File: src/rtl/fetch_unit.sv
// fetch_unit: RISC-V fetch stage with in-order variable-latency imem, fetch queue and F->D register.
// Optional FETCH_STATS_EN adds StatBubbles/StatDiscards counters.
module fetch_unit #(
   parameter logic [31:0] RESET_PC        = 32'h0000_0000,
   parameter int          QUEUE_DEPTH     = 2,
   parameter int          MAX_OUTSTANDING = 2
) (
   input  logic        clk,
   input  logic        rst,
   input  logic        StallF,
   input  logic        StallD,
   input  logic        FlushD,
   input  logic        PCSrcE,
   input  logic [31:0] PCTargetE,
   output logic        ImemReq,
   output logic [31:0] ImemAddr,
   input  logic        ImemReady,
   input  logic        ImemRValid,
   input  logic [31:0] ImemRData,
   output logic [31:0] InstrD,
   output logic [31:0] PCD,
   output logic [31:0] PCPlus4D,
   output logic        ValidD
`ifdef FETCH_STATS_EN
   ,
   output logic [31:0] StatBubbles,
   output logic [31:0] StatDiscards
`endif
);
   localparam int QW = $clog2(QUEUE_DEPTH);
   localparam int CW = $clog2(QUEUE_DEPTH + 1);
   localparam int OW = $clog2(MAX_OUTSTANDING + 1);
   localparam int TW = (MAX_OUTSTANDING > 1) ? $clog2(MAX_OUTSTANDING) : 1;
   localparam logic [31:0] QD  = QUEUE_DEPTH;
   localparam logic [31:0] MO  = MAX_OUTSTANDING;
   localparam logic [31:0] NOP = 32'h0000_0013;

   logic [31:0]   r_pcf;
   logic [31:0]   r_q_instr [QUEUE_DEPTH];
   logic [31:0]   r_q_pc    [QUEUE_DEPTH];
   logic [QW-1:0] r_q_rd, r_q_wr;
   logic [CW-1:0] r_count;
   logic [31:0]   r_tag [MAX_OUTSTANDING];
   logic [TW-1:0] r_tag_rd, r_tag_wr;
   logic [OW-1:0] r_outst, r_discard;
   logic [31:0]   r_instr_d, r_pc_d, r_pcp4_d;
   logic          r_valid_d;

   logic          w_req, w_acc, w_drop, w_deliv, w_live, w_q_ne;
   logic          w_push, w_pop, w_bypass, w_bubble;
   logic [31:0]   w_tag_pc;

   function automatic logic [TW-1:0] inc_tag(input logic [TW-1:0] p);
      return (32'(p) == MO - 32'd1) ? '0 : p + 1'b1;
   endfunction

   // The count bound reserves a queue slot for every in-flight request.
   assign w_req    = !rst & !StallF & !PCSrcE & (32'(r_outst) < MO)
                   & (32'(r_count) + 32'(r_outst) < QD);
   assign w_acc    = w_req & ImemReady;
   assign w_drop   = ImemRValid & (PCSrcE | (r_discard != '0));
   assign w_deliv  = ImemRValid & !w_drop;
   assign w_live   = !PCSrcE & !StallD & !FlushD;
   assign w_q_ne   = r_count != '0;
   assign w_pop    = w_live & w_q_ne;
   assign w_push   = w_deliv & (StallD | FlushD | w_q_ne);
   assign w_bypass = w_live & !w_q_ne & w_deliv;
   assign w_bubble = w_live & !w_q_ne & !w_deliv;
   assign w_tag_pc = r_tag[r_tag_rd];

   assign ImemReq  = w_req;
   assign ImemAddr = r_pcf;
   assign InstrD   = r_instr_d;
   assign PCD      = r_pc_d;
   assign PCPlus4D = r_pcp4_d;
   assign ValidD   = r_valid_d;

   always_ff @(posedge clk or posedge rst) begin
      if (rst) begin
         r_pcf     <= RESET_PC;
         r_q_rd    <= '0;
         r_q_wr    <= '0;
         r_count   <= '0;
         r_tag_rd  <= '0;
         r_tag_wr  <= '0;
         r_outst   <= '0;
         r_discard <= '0;
      end else begin
         r_outst <= r_outst + OW'(w_acc) - OW'(ImemRValid);
         if (PCSrcE) begin
            r_pcf     <= PCTargetE;
            r_q_rd    <= '0;
            r_q_wr    <= '0;
            r_count   <= '0;
            r_tag_rd  <= '0;
            r_tag_wr  <= '0;
            r_discard <= r_outst - OW'(ImemRValid);
         end else begin
            if (w_acc) r_pcf <= r_pcf + 32'd4;
            if (w_acc) r_tag_wr <= inc_tag(r_tag_wr);
            if (w_deliv) r_tag_rd <= inc_tag(r_tag_rd);
            if (ImemRValid && r_discard != '0) r_discard <= r_discard - 1'b1;
            if (w_push) r_q_wr <= r_q_wr + 1'b1;
            if (w_pop) r_q_rd <= r_q_rd + 1'b1;
            r_count <= r_count + CW'(w_push) - CW'(w_pop);
         end
      end
   end

   always_ff @(posedge clk) begin
      if (w_acc) r_tag[r_tag_wr] <= r_pcf;
      if (w_push) begin
         r_q_instr[r_q_wr] <= ImemRData;
         r_q_pc[r_q_wr]    <= w_tag_pc;
      end
   end

   // Bubbles keep PCD/PCPlus4D; only the valid bit and instruction change.
   always_ff @(posedge clk or posedge rst) begin
      if (rst) begin
         r_instr_d <= NOP;
         r_pc_d    <= '0;
         r_pcp4_d  <= '0;
         r_valid_d <= 1'b0;
      end else if (PCSrcE || (!StallD && FlushD) || w_bubble) begin
         r_instr_d <= NOP;
         r_valid_d <= 1'b0;
      end else if (w_pop) begin
         r_instr_d <= r_q_instr[r_q_rd];
         r_pc_d    <= r_q_pc[r_q_rd];
         r_pcp4_d  <= r_q_pc[r_q_rd] + 32'd4;
         r_valid_d <= 1'b1;
      end else if (w_bypass) begin
         r_instr_d <= ImemRData;
         r_pc_d    <= w_tag_pc;
         r_pcp4_d  <= w_tag_pc + 32'd4;
         r_valid_d <= 1'b1;
      end
   end

`ifdef FETCH_STATS_EN
   logic [31:0] r_stat_bub, r_stat_dis;
   always_ff @(posedge clk or posedge rst) begin
      if (rst) begin
         r_stat_bub <= '0;
         r_stat_dis <= '0;
      end else begin
         if (w_bubble) r_stat_bub <= r_stat_bub + 32'd1;
         if (w_drop) r_stat_dis <= r_stat_dis + 32'd1;
      end
   end
   assign StatBubbles  = r_stat_bub;
   assign StatDiscards = r_stat_dis;
`endif
endmodule
File: config.mk
export PLATFORM = sky130hd
export DESIGN_NAME = fetch_unit
export DESIGN_NICKNAME = d
export VERILOG_FILES = /design/src/rtl/fetch_unit.sv
export SDC_FILE = /design/constraint.sdc
export NUM_CORES = 1
export LEC_CHECK = 0
export ABC_AREA = 1
export CAP_MARGIN = 30
export CORE_UTILIZATION = 46
export DETAILED_ROUTE_END_ITERATION = 12
export PLACE_DENSITY = 0.69
export SLEW_MARGIN = 20
export SYNTH_ARGS = -nofsm -noshare
export SYNTH_HDL_FRONTEND = slang
export SYNTH_SLANG_ARGS = --single-unit
File: constraint.sdc
create_clock -name clk -period 11.5 [get_ports clk]
set_input_delay 2.875 -clock clk [delete_from_list [all_inputs] [get_ports clk]]
set_output_delay 2.875 -clock clk [all_outputs]
set_load 0.02 [all_outputs]
==> Word level (Yosys, flattened, before mapping) <==
Memory sizes are Yosys's and may differ from the RTL's.
Index checks and enable logic that the tools add are counted.
Widths: inputs -> output; s select.
{ "word_totals": {"inputBits": 72, "out_inout_bits": 130, "wordCells": 100, "register_bits": 139, "memories": 3, "mem_bits_rw": 192} }
{ "memory_table": {"columns": ["name", "depth", "width", "rd", "rd_clocked_by_memory_dff", "wr", "line", "source"], "rows": [
  ["r_q_instr", 2, 32, 1, 0, 1, "39", "logic [31:0] r_q_instr [QUEUE_DEPTH];"],
  ["r_q_pc", 2, 32, 1, 0, 1, "40", "logic [31:0] r_q_pc [QUEUE_DEPTH];"],
  ["r_tag", 2, 32, 1, 0, 1, "43", "logic [31:0] r_tag [MAX_OUTSTANDING];"]
]} }
{ "classes": {"reduce_logical": 22, "bitwise": 18, "n_addsub": 14, "mux": 29, "n_lt_le_gt_ge": 2} }
{ "ops": {"columns": ["op", "count"], "rows": [
  ["$mux 32", 9],
  ["$add 32x3->32 const B", 3],
  ["$mux 1", 17],
  ["$reduce_bool 2->1", 8],
  ["$and 1x1->1", 14],
  ["$logic_not 1->1", 8],
  ["$mux 2", 3],
  ["$sub 2x1->2", 3],
  ["$add 1x1->1 const B", 4],
  ["$add 2x1->2", 2],
  ["$add 2x2->3", 1],
  ["$lt 3x2->1 const B", 1],
  ["$or 1x1->1", 3],
  ["$reduce_bool 3->1", 1],
  ["$logic_and 1x1->1", 2],
  ["$logic_or 1x1->1", 2],
  ["$lt 2x2->1 const B", 1],
  ["$reduce_and 2->1", 1],
  ["$sub 2x1->2 const B", 1],
  ["$not 1->1", 1]
]} }

==> Longest topological paths before layout <==
Gate-level depths: netlist of the first run.
{ "depth": {"word_depth": 10, "mapped_depth": 15, "ltp_nobuf": 14} }

==> Least setup slack after synthesis of the first run <==
Ideal clock, no wire load.
{ "synth_timing": {"path_kind": "input to output", "startpoint": "in rst", "endpoint": "out ImemReq", "required_ns": 8.625, "path_stages": 3, "n_path_buf": 0, "t_arrival_ns": 6.529, "setup_slack_ns": 2.096, "cell_sequence": "inv_1 nand3_1 nor3_1"} }
{ "synth_via": {"elab_chain_cells": 5} }
{ "synth_rtl": {"columns": ["item", "line", "source"], "rows": [
  ["start: declaration", "9", "input logic rst,"],
  ["$logic_not 1->1 (no line)", null, null],
  ["$and 1x1->1 (3 in series)", "58", "assign w_req = !rst & !StallF & !PCSrcE & (32'(r_outst) < MO)"],
  ["$and 1x1->1", "59", "& (32'(r_count) + 32'(r_outst) < QD);"],
  ["end: declaration", "15", "output logic ImemReq,"]
]} }
No other way between the ends.

==> Final worst setup path of the first run <==
{ "layout_timing": {"startpoint": "in PCSrcE", "endpoint": "out ImemReq"} }
{ "layout_via": {"elab_chain_cells": 4} }
{ "layout_rtl": {"columns": ["item", "line", "source"], "rows": [
  ["start: declaration", "13", "input logic PCSrcE,"],
  ["$logic_not 1->1", "58", null],
  ["$and 1x1->1 (2 in series)", "58", null],
  ["$and 1x1->1", "59", null]
]} }
No other way between the ends.

==> results.toml, run 1 <==
[cts]
cts_setup_buffers = 0
clock_path_buffers = 3
htreeDepth = 2
hold_buffers = 0
cts-buffers-inserted = 36
cts-root-buf = "clkbuf_16"
cts_num_sinks = 329
cts_resized = 0
cts_tree = "built"
path_clk_slew_ns = 0.06
clock_latency_ns = 0.51

[layout]
design_area_mm2 = 0.0185
stdcell_count = 2195
area_delta_synth_final_pct = 23.5
drive_gt1_share_pct = 7.27
fin_util_pct = 58.2
n_antenna_cell = 0
nNetsFinal = 1814

[routing]
wire_per_inst_um = 16.7
drt_first_pass_iters = 5
ant_nets = 0
viasPerCell = 5.26
wl_um = 36500
drt_iter0_markers = 926
via_count = 11535
drc_errors = 0

[logic_synthesis]
synth_top_area_share_pct = 38.5
synth-async-reset-ratio_pct = 41.6
ys_seq_elements = 329
ys_warn_count = 0
synth.most_common_cell = "nand2_1"
ys_seq_area_share_pct = 61.4
synthCells = 1554
synth_nets = 1634
synth_ff_type = "edfxtp_1"
ys_types = 45
syn_area_per_cell_um2 = 9.63
synth_edf_count = 192
synthTopCellsByArea = "edfxtp_1 39%, dfrtp_1 22%, nand2_1 11%, nor2_1 4.6%, nand3_1 4.5%"
yosysTopAreaCell = "edfxtp_1"
syn-cell-area_mm2 = 0.0150
synth_common_cells = "434 x nand2_1, 192 x edfxtp_1, 182 x nor2_1"

[floorplanning]
initial_utilization_pct = 47.1
rows = 65
core_mm2 = 0.0318
die_x_um = 182
die_area_mm2 = 0.0333
io_pins = 202
die_h_um = 182

[place]
placed_area_mm2 = 0.0173
hpwlAfterDp_um = 24100
dp.cells = 2131
numPortBuffers = 201
place_ws_ns = 3.54
routabilityCongestion = 0.856

[setup_path]
max_stage_delay_ns = 0.66
critical_path_class = "in2out"
required_ns = 8.63
worstSetupEndpointType = "primary output"
critPathBufInv = 4
cp_top_family = "buffers and inverters"
crit_fanout = 52
crit_path_start_kind = "input port"
cp_cell_sequence = "clkdlybuf4s50_1 > buf_4 > inv_4 > nand3_1 > nor3_1 > clkdlybuf4s50_1"
critPathArrivalTime_ns = 5.11
critPathSlowestCell = "clkdlybuf4s50_1"
cp_common_cell = "clkdlybuf4s50_1"

[power_and_ir_drop]
power_density_mw_per_mm2 = 195
ir_worst_vdd_v = 0.0000989
p_leak_nw = 7.48

[run]
max-cap-violations = 0

[timing]
fin_crit_sh_pct = 69.4
fin_crit_ns = 7.98
worstMarginPinSlew_ns = 0.954
rsz0062_at_grt = "no"
finalWorstSetupSlack_ns = 3.52
finalHoldViolCount = 0
setup_viol = 0
skew_ns = 0.0170
relSlewSlack_pct = 36.4
drv_slew = 0
max_freq_ghz = 0.125
tns_ns = 0

[grt]
grt_pass1_wl_um = 58200
antenna_found_initial = 0
grt_max_degree = 98
grt_usage_pct = 22.1
grt_pass1_vias = 10870
overflow = 0

[worst_hold_path]
hold_path.class = "reg2reg"

[status]
status = "complete, no violations"
==> through the flow <==
| step | hold WS [ns] | power [mW] |
|---|---|---|
| after floorplan | 0.484 | 2.06 |
| after global placement | 0.467 | 2.45 |
| after detailed placement | 0.466 | 2.47 |
| after global routing | 0.502 | 3.78 |
| after CTS | 0.482 | 3.64 |
| final | 0.476 | 3.61 |
==> worst paths after layout <==
check,from,end,slack [ns],cells after the start
setup / recovery,PCSrcE,ImemReq,3.52,6
hold / removal,PCPlus4D[7],PCPlus4D[7],0.48,2
hold reg to reg,PCPlus4D[7],PCPlus4D[7],0.48,2
min in group asynchronous,rst,InstrD[9],2.87,2
setup reg to reg,r_q_rd,PCPlus4D[29],8.09,13
max in group asynchronous,rst,PCD[9],7.28,3
==> layer usage <==
metal	global-route usage, %	vias to the layer above	share of wire, %
met5	0	-	0
met2	34.5	378	45
met3	2.89	57	5.5
met4	5.85	0	2.1
li1	-	5573	-
met1	32.6	5527	47
==> cell usage in the layout, fill, tap and decap left out, types with 4 or more instances in the layout <==
master / count
clkbuf_1: 8
edfxtp_1: 192
o21ai_2: 4
xor2_1: 14
nor3_1: 12
nand2_2: 10
nand4_1: 11
nor2_2: 9
o311ai_0: 29
o21bai_1: 5
o21ai_1: 31
nand2_1: 434
ha_1: 7
xnor2_1: 6
buf_4: 15
clkbuf_16: 39
nor2_1: 177
nand3_1: 134
a21oi_1: 14
o211ai_1: 19
inv_2: 7
clkdlybuf4s50_1: 201
clkbuf_8: 4
clkinv_2: 6
nor2_4: 13
o21ai_0: 76
dfrtp_1: 133
inv_1: 110
==> state kept, by name (all words and copies together) (netlist names) <==
register	cells
r_tag_rd	1
r_tag_wr	1
r_q_wr	1
r_q_rd	1
ValidD	1
r_q_pc	64
r_tag	64
InstrD	32
r_outst	2
r_discard	2
PCD	32
r_q_instr	64
ImemAddr	32
PCPlus4D	30
r_count	2
==> worst min-delay path: cells and delay by family, from the launching register on <==
family,cells,cell delay [ns]
AND/OR/NAND/NOR,2,0.10
flip-flops,1,0.34
==> report_power, final <==
part	internal [mW]	total, mW	leakage [nW]	switching (mW)
Clock	0.711	1.17	0.592	0.460
Sequential	1.43	1.55	3.47	0.115
Combinational	0.372	0.896	3.42	0.525
==> area by class of cell <==
cell class / instances / area (um^2)
Clock buffer: 51 / 1060
Clock inverter: 13 / 144
Fill cell: 2665 / 13300
Inverter: 120 / 458
Multi-Input combinational cell: 1031 / 4960
Sequential cell: 329 / 9200
Tap cell: 435 / 544
Timing Repair Buffer: 216 / 2120
==> kinds of logic after synthesis <==
family / count (synthesis) / share of synthesized area [%]
DFF: 329 / 61.4
AOI/OAI and AO/OA: 190 / 7.81
buffers and inverters: 194 / 5.63
and+or+nand+nor: 811 / 23.1
xor gates and xnor gates: 20 / 1.17
muxes: 2 / 0.134
adders and majority gates: 8 / 0.719
(Power assumes the default switching activity.)
==> run 2: changes to the inputs <==
==> constraint.sdc (replaced) <==
create_clock -name clk -period 8.15 [get_ports clk]
set_input_delay 2.0375 -clock clk [delete_from_list [all_inputs] [get_ports clk]]
set_output_delay 2.0375 -clock clk [all_outputs]
set_load 0.02 [all_outputs]
==> run 2 against run 1 <==
Compared with the run above: register-to-register slack worse by 2.8 ns; worst hold slack improved by 0.0061 ns; clock-buffer cell count grew 2; via count down 0.95%; cell count is essentially flat; non-clock buffer count up 3; cell area grew 0.35%.
==> results.toml, run 2 (synthesized netlist as in run 1, its figures left out) <==
[status]
status = "complete, no violations"

[layout]
largestRegisters = "r_q_instr x64, r_q_pc x64, r_tag x64"
multi_input_area_mm2 = 0.00496
drive_gt1_share_pct = 7.32
seqCellArea_mm2 = 0.00920
mostFrequentLayoutCells = "434 x nand2_1, 201 x clkdlybuf4s50_1, 192 x edfxtp_1"
nNetsFinal = 1816
n_antenna_cell = 0
area_delta_synth_final_pct = 24.0
mostFrequentLayoutCell = "nand2_1"
nFillCells = 2668
fin_util_pct = 58.4

[setup_path]
crit_fanout = 52
rrSetupSlack_ns = 5.33
worstSetupEndpoint = "ImemReq"
critical_path_class = "in2out"
critPathArrivalTime_ns = 4.26
setup.worst_path.start = "PCSrcE"
regToRegEndpoint = "PCPlus4D[20]"
reg2reg_from = "r_count[1]"
required_ns = 6.11
crit_path_start_kind = "input port"
r2r_cells = 11
worstSetupEndpointType = "primary output"

[place]
numPortBuffers = 201
place_ws_ns = 1.84
hpwlAfterDp_um = 24100
routabilityCongestion = 0.845

[timing]
relSlewSlack_pct = 40.6
fin_crit_sh_pct = 77.3
finalWorstSetupSlack_ns = 1.85
fin_crit_ns = 6.30
setup_viol = 0
tns_ns = 0
finalHoldViolCount = 0
rsz0062_at_grt = "no"
drv_slew = 0
skew_ns = 0.0167
hold_ws_ns = 0.482
worstMarginPinSlew_ns = 0.892
max_freq_ghz = 0.159

[floorplanning]
io_pins = 202
die_h_um = 182
initial_utilization_pct = 47.1
rows = 65
core_mm2 = 0.0318
die_x_um = 182
die_area_mm2 = 0.0333

[grt]
overflow = 0
grt_usage_pct = 22.0
grt_pass1_wl_um = 58400
antenna_found_initial = 0
grt_pass1_vias = 10942
grt_max_degree = 98

[routing]
wl_um = 36500
wl_met2_um = 16700
drc_errors = 0
via_count = 11425
drt_first_pass_iters = 5
viasPerCell = 5.20
wl_met3_um = 2020
top_layer = "met4"
met1Wirelength_um = 17000
wire_per_inst_um = 16.6
drt_iter0_markers = 1041
ant_nets = 0

[power_and_ir_drop]
p_leak_nw = 7.51
power_density_mw_per_mm2 = 276
ir_worst_vdd_v = 0.000133

[cts]
cts_tree = "built"
cts_resized = 0
hold_buffers = 0
cts_num_sinks = 329
cts-root-buf = "clkbuf_16"
htreeDepth = 2
path_clk_slew_ns = 0.06
clock_path_buffers = 3
clock_latency_ns = 0.51
cts-buffers-inserted = 35
cts_setup_buffers = 0

[run]
max-cap-violations = 0

[worst_hold_path]
hold_path.class = "reg2reg"
-- run 2: power by group --
| part | internal [mW] | switching [mW] |
|---|---|---|
| clock network | 1.04 | 0.628 |
| logic | 0.527 | 0.747 |
| registers | 2.02 | 0.159 |
| total | 3.59 | 1.53 |
-- run 2: worst min path at each step --
stage | start | endpoint | slack, ns | cells past startpoint
after global routing | PCD[9] | PCD[9] | 0.51 | 2
after detailed placement | PCD[9] | PCD[9] | 0.47 | 2
after global placement | PCPlus4D[7] | PCPlus4D[7] | 0.46 | 2
after CTS | PCD[9] | PCD[9] | 0.49 | 2
final | PCD[9] | PCD[9] | 0.48 | 2
after floorplan | r_q_wr | r_q_wr | 0.48 | 1
-- run 2: cell type report --
cell class / count / share of cell area, %
clock inverter: 10 / 0.937
tap: 435 / 2.93
sequential: 329 / 49.6
multi-input combinational: 1031 / 26.7
timing repair buffer: 219 / 11.7
inverter: 120 / 2.47
clock buffer: 53 / 5.64
-- run 2: per-stage QoR --
stage / cells / area (um^2) / power, mW
2_1_floorplan: 1554 / 15000 / 2.90
3_3_place_gp: 2132 / 17300 / 3.45
3_5_place_dp: 2133 / 17300 / 3.49
4_1_cts: 2196 / 18500 / 5.17
5_1_grt: 2197 / 18600 / 5.36
6_report: 2197 / 18600 / 5.13
-- run 2: worst max-delay path, stage by stage --
cell and delay, ns:
clkdlybuf4s50_1 0.40, buf_4 0.25, inv_4 0.52, nand3_1 0.13, nor3_1 0.25, clkdlybuf4s50_1 0.67
-- run 2: layer usage --
metal	global-route usage [%]	vias up
met2	34.6	375
met1	32.3	5418
met3	2.75	61
met5	0	-
met4	5.88	0
li1	-	5571
